### src/rtl/picomips_program_counter.sv
// picoMIPS program counter: hold / increment / PC-relative branch / absolute jump.
// Optional return-address stack (call/ret) is built in when PC_STACK_EN is defined.
module picomips_program_counter #(
  parameter int program_code_size = 5,
  parameter int offset_size       = 5,
  parameter int STACK_DEPTH       = 4
) (
  input  logic                         clk,
  input  logic                         n_reset,
  input  logic                         pc_inc,
  input  logic                         pc_branch,
  input  logic [offset_size-1:0]       branch_offset,
  input  logic                         pc_jump,
  input  logic [program_code_size-1:0] jump_addr,
`ifdef PC_STACK_EN
  input  logic                         pc_call,
  input  logic                         pc_ret,
  output logic                         stack_overflow,
  output logic                         stack_underflow,
`endif
  output logic [program_code_size-1:0] pc_out,
  output logic [program_code_size-1:0] pc_next,
  output logic                         pc_wrap
);

  localparam logic [program_code_size-1:0] PC_ONE = program_code_size'(1);

  logic [program_code_size-1:0]        r_pc;
  logic                                r_wrap;
  logic [program_code_size-1:0]        w_next;
  logic                                w_wrap_next;
  logic [program_code_size-1:0]        w_inc_val;
  logic [program_code_size-1:0]        w_branch_val;
  logic signed [offset_size-1:0]       w_off_s;
  logic signed [program_code_size-1:0] w_off_ext;

  assign w_off_s      = branch_offset;
  assign w_off_ext    = w_off_s;  // signed assignment sign-extends the offset
  assign w_inc_val    = r_pc + PC_ONE;
  assign w_branch_val = w_inc_val + w_off_ext;

`ifdef PC_STACK_EN
  localparam int SPW = $clog2(STACK_DEPTH + 1);
  localparam int AW  = (STACK_DEPTH > 1) ? $clog2(STACK_DEPTH) : 1;
  localparam logic [SPW-1:0] SP_ONE  = SPW'(1);
  localparam logic [SPW-1:0] SP_FULL = SPW'(STACK_DEPTH);

  logic [program_code_size-1:0] r_stack [STACK_DEPTH];
  logic [SPW-1:0]               r_sp;
  logic                         r_ovf;
  logic                         r_unf;
  logic [SPW-1:0]               w_sp_next;
  logic [SPW-1:0]               w_sp_dec;
  logic                         w_push;
  logic                         w_ovf_set;
  logic                         w_unf_set;

  assign w_sp_dec        = r_sp - SP_ONE;
  assign stack_overflow  = r_ovf;
  assign stack_underflow = r_unf;
`endif

  always_comb begin
    w_next      = r_pc;
    w_wrap_next = 1'b0;
`ifdef PC_STACK_EN
    w_sp_next   = r_sp;
    w_push      = 1'b0;
    w_ovf_set   = 1'b0;
    w_unf_set   = 1'b0;
    if (pc_ret) begin
      if (r_sp == '0) begin
        w_unf_set = 1'b1;
      end else begin
        w_next    = r_stack[w_sp_dec[AW-1:0]];
        w_sp_next = w_sp_dec;
      end
    end else if (pc_call) begin
      // A full stack still takes the jump; only the push is lost.
      w_next = jump_addr;
      if (r_sp == SP_FULL) begin
        w_ovf_set = 1'b1;
      end else begin
        w_push    = 1'b1;
        w_sp_next = r_sp + SP_ONE;
      end
    end else
`endif
    if (pc_jump) begin
      w_next = jump_addr;
    end else if (pc_branch) begin
      w_next = w_branch_val;
    end else if (pc_inc) begin
      w_next      = w_inc_val;
      w_wrap_next = (r_pc == '1);
    end
  end

  always_ff @(posedge clk or negedge n_reset) begin
    if (!n_reset) begin
      r_pc   <= '0;
      r_wrap <= 1'b0;
`ifdef PC_STACK_EN
      r_sp   <= '0;
      r_ovf  <= 1'b0;
      r_unf  <= 1'b0;
`endif
    end else begin
      r_pc   <= w_next;
      r_wrap <= w_wrap_next;
`ifdef PC_STACK_EN
      r_sp   <= w_sp_next;
      r_ovf  <= r_ovf | w_ovf_set;
      r_unf  <= r_unf | w_unf_set;
`endif
    end
  end

`ifdef PC_STACK_EN
  // Stack contents need no reset; the pointer alone defines validity.
  always_ff @(posedge clk) begin
    if (n_reset && w_push) begin
      r_stack[r_sp[AW-1:0]] <= w_inc_val;
    end
  end
`endif

  assign pc_out  = r_pc;
  assign pc_next = w_next;
  assign pc_wrap = r_wrap;

endmodule

### config.mk
export PLATFORM = sky130hd
export DESIGN_NAME = picomips_program_counter
export DESIGN_NICKNAME = d
export VERILOG_FILES = /design/src/rtl/picomips_program_counter.sv
export SDC_FILE = /design/constraint.sdc
export NUM_CORES = 1
export LEC_CHECK = 0
export BUFFER_PORTS_ARGS = -buffer_cell sky130_fd_sc_hd__buf_2
export CAP_MARGIN = 20
export CORE_UTILIZATION = 34
export CTS_CLUSTER_DIAMETER = 100
export CTS_CLUSTER_SIZE = 28
export DETAILED_ROUTE_END_ITERATION = 8
export PLACE_DENSITY_LB_ADDON = 0.1
export SYNTH_ARGS = -nofsm -noshare
export SYNTH_HDL_FRONTEND = slang
export SYNTH_SLANG_ARGS = --single-unit
### constraint.sdc
create_clock -name clk -period 5.2 [get_ports clk]
set_input_delay 1.04 -clock clk [delete_from_list [all_inputs] [get_ports clk]]
set_output_delay 1.04 -clock clk [all_outputs]
set_load 0.05 [all_outputs]
== Yosys cells after proc, flatten, opt, wreduce, memory -nomap -nowiden ==
Index checks and enable logic that the tools add are counted.

* Bits in registers: 6
* Bits in latches: 0
* RAM bits: 0
* ROM bits: 0
* Input bits: 15
* Logic and storage cells: 11
* Memories kept: 0

* Add/subtract/negate cells: 2
* $mul: 0
* Div/mod/pow operators: 0
* Magnitude comparators: 0
* Equality and inequality tests: 1
* Shift-type cells: 0
* Mux-type cells: 6
* Bitwise logic cells: 0
* Reduce and logical (&&, ||, !) cells: 0

{| class="wikitable"
|+ Operators by type and width
! operator !! count
|-
| 2-to-1 mux 5 bit || 3
|-
| adder 5 x 1 -> 5 bit, second input constant || 1
|-
| adder 5 bit || 1
|-
| equality test 5 bit, second input constant || 1
|-
| 2-to-1 mux 1 bit || 3
|}

== Longest topological paths before layout ==
* Depth in word-level cells: 4
* Gate-level depth with buffers: 7

== Worst setup path before layout ==
OpenSTA, ideal clock, no wires.

* Path kind: input-to-output
* Start: in branch_offset[0]
* End: out pc_next[4]
* Data arrival time: 3328 ps
* Required time: 4160 ps
* Path slack: 832 ps
* Stages: 6
* Path buffers: 0
* Cell sequence: ha_1 > fa_1 > a21o_1 > a21oi_2 > xnor2_1 > a221oi_1

* Cells in the longest elaborated chain, start to end: 3

{| class="wikitable"
|+ RTL lines
! item !! RTL line !! text
|-
| start, declared || 12 || <nowiki>input logic [offset_size-1:0] branch_offset,</nowiki>
|-
| adder 5 bit || 40 || <nowiki>assign w_branch_val = w_inc_val + w_off_ext;</nowiki>
|-
| 2-to-1 mux 5 bit || 91 || <nowiki>end else if (pc_branch) begin</nowiki>
|-
| 2-to-1 mux 5 bit || 89 || <nowiki>if (pc_jump) begin</nowiki>
|-
| end, declared || 22 || <nowiki>output logic [program_code_size-1:0] pc_next,</nowiki>
|}

No other way between the ends.

== Final worst setup path ==
Ends and elaborated chain as after synthesis.

==> run_results.csv <==
group,metric,value,unit
cells_and_area,drive_gt1_frac,0.361,
synthesis,synth_common_cells,"ha_1, xnor2_1, dfrtp_1, nand2_1, o21ai_0",
sta,finalWorstSetupSlack,1.30,ns
route,drc_errors,0,
floorplanning,die_x,42.1,µm
power,seqPwrFrac,0.237,
sta,tightest_slew,0.350,ns
synthesis,netlist.area_leader.share,0.275,
grt,grt_pass1_vias,436,
synthesis,yosys_warnings,0,
synthesis,synthCells,58,
power,p_int,0.141,mW
synthesis,synth_area_leader_cell,"dfrtp_1",
synthesis,synthDistinctLibCells,24,
status,status,"complete, no violations",
clocking,clock_path_buffers,2,
cells_and_area,antenna_cells,0,
synthesis,ys_async_sr_fraction,1.00,
floorplanning,initial_core_util,0.363,
sta,rsz0062_at_grt,"false",
synthesis,ys_ff_latch,6,
sta,timing.hold.ws,0.617,ns
floorplanning,core,0.00151,mm²
sta,hold_viol,0,
grt,grt.total_usage,0.148,
power,leakagePower,0.359,nW
synthesis,synth_edf_count,0,
power,vdd_drop_max,0.000232,V
cells_and_area,multi_input_area,373,µm²
route,drt-total-wl,1.14,mm
critical_path,path_class,"in2out",
power,p_comb_frac,0.608,
power,p_clk_frac,0.156,
synthesis,synth_fp_nets,81,
critical_path,cp_slowest_cell,"fa_1",
clocking,path_clk_slew,0.05,ns
place,dp_hpwl,934,µm
critical_path,crit_path_frequent_cell,"buf_2",
clocking,cts_setup_buffers,0,
synthesis,syn-cell-area,547,µm²
critical_path,path_delay_family,"compound AO/OA/AOI/OAI gates",
grt,antenna_found_initial,0,
sta,fmax,257,MHz
cells_and_area,utilization,0.466,
clocking,cts.sink_count,6,
cells_and_area,fillers,158,
floorplanning,die_h,42.1,µm
clocking,cts_root_buffer,"clkbuf_4",
place,port_buffers,25,
synthesis,avgSynthCellArea,9.43,µm²
place,gp_congestion,0.754,
critical_path,worstSetupStartpointType,"input pin",
critical_path,crit_arrival,2.86,ns
cells_and_area,postLayoutCellArea,702,µm²
cells_and_area,nets,108,
clocking,numCtsBuffers,3,
sta,final.setup.tns,0,ns
hold_path,hold_class,"in2async",
route,drt_pass1_iterations,4,
route,viasPerCell,5.00,
critical_path,crit_chain,"buf_2 > ha_1 > fa_1 > a21o_1 > a21oi_2 > xnor2_1 > a221oi_1 > buf_2",
sta,maxSlewHeadroom,0.761,
sta,fin_worst_skew,0.00108,ns
clocking,holdBufCountCts,0,
route,antenna_left,0,
power,power_density,387,mW/mm²
place,dpl_cell_area,679,µm²
grt,grt_pass1_wl,1.92,mm
critical_path,r2r_slack,3.05,ns
place,pre_cts_ws,1.30,ns
power,p_sw,0.131,mW
clocking,insertion_delay,0.24,ns
floorplanning,io_pins,26,
clocking,cts_tree,"done",
synthesis,synthTopCellsByArea,"dfrtp_1, ha_1, xnor2_1, xnor2_4, nand2_1",
synthesis,synth_flop_cell,"dfrtp_1",
run,drv_cap,0,
route,avgRoutedWirePerCell,11.5,µm
critical_path,required,4.16,ns
sta,fin_crit,3.90,ns
critical_path,crit_fanout,2,
sta,post-route-period-util,0.749,
floorplanning,dieArea,0.00177,mm²
floorplanning,rows,14,
cells_and_area,register_area,150,µm²
cells_and_area,syn_to_final_growth,28.4,%
clocking,post_cts_resized,0,
route,drt_first_iter_violations,9,
power,swShare,0.481,
critical_path,critPathBufInv,2,
grt,gr-total-overflow,0,
clocking,cts_htree_levels,1,
grt,grt_max_degree,13,
critical_path,crit_path_end_kind,"output pin",
route,num_vias,495,
synthesis,yosysSeqAreaShare,0.275,
sta,drv_slew,0,
sta,setup_viol,0,
critical_path,slowest_delay,0.41,ns
through the flow:
| stage | total power [mW] | cells |
|---|---|---|
| 6_report | 0.271 | 99 |
| 5_1_grt | 0.294 | 99 |
| 4_1_cts | 0.275 | 99 |
| 3_5_place_dp | 0.229 | 96 |
| 3_3_place_gp | 0.232 | 96 |
| 2_1_floorplan | 0.196 | 58 |
final timing paths:
path                                   from          to  depth (start not counted)
max in group asynchronous           n_reset   pc_out[2]                          1
setup / recovery           branch_offset[0]  pc_next[4]                          8
hold reg to reg                   pc_out[4]     pc_wrap                          2
setup reg to reg                  pc_out[0]   pc_out[4]                          6
hold / removal                      n_reset   pc_out[0]                          1
min in group clk                  pc_out[4]     pc_wrap                          2
flip-flops by register name, summed over array words and instances, names as in the netlist:
register / cells
pc_out: 5
pc_wrap: 1
kinds of logic after synthesis:
group	Yosys count	synth area share
AO/OA/AOI/OAI	12	0.142
XOR/XNOR	9	0.179
buffers and inverters	6	0.0435
multiplexers	1	0.0183
flip-flops	6	0.275
adder cells (fa/ha/maj)	8	0.197
AND/OR/NAND/NOR	16	0.146
power groups by stage:
stage               Clock, mW  Combinational, mW  Sequential, mW
floorplan                   0              0.106          0.0892
global placement            0              0.167          0.0646
detailed placement          0              0.165          0.0646
CTS                    0.0450              0.166          0.0639
global route           0.0489              0.179          0.0654
finish                 0.0423              0.165          0.0642
cell usage in the layout (no fill, tap or decap), drive strengths merged, types with 3 or more instances in the layout:
cell type,instances
a21oi,4
buf,25
inv,3
ha,7
o21ai,4
nand2,6
clkbuf,3
dfrtp,6
xnor2,8
area by class of cell:
| type | count | share of cell area |
|---|---|---|
| multi-input cells | 46 | 0.531 |
| flip-flops and latches | 6 | 0.214 |
| repair buffers | 25 | 0.178 |
| clock buffers | 3 | 0.0321 |
| well taps | 16 | 0.0285 |
| inverters | 3 | 0.0160 |
layer usage:
metal,track usage,up-vias,wire length (µm),share of wire
met3,0.0259,2,51,0.045
met2,0.209,14,508,0.45
met1,0.206,223,564,0.50
met4,0.0938,0,10,0.0088
li1,-,256,-,-
met5,0,-,0,0
Power figures use the tool's default switching activity.
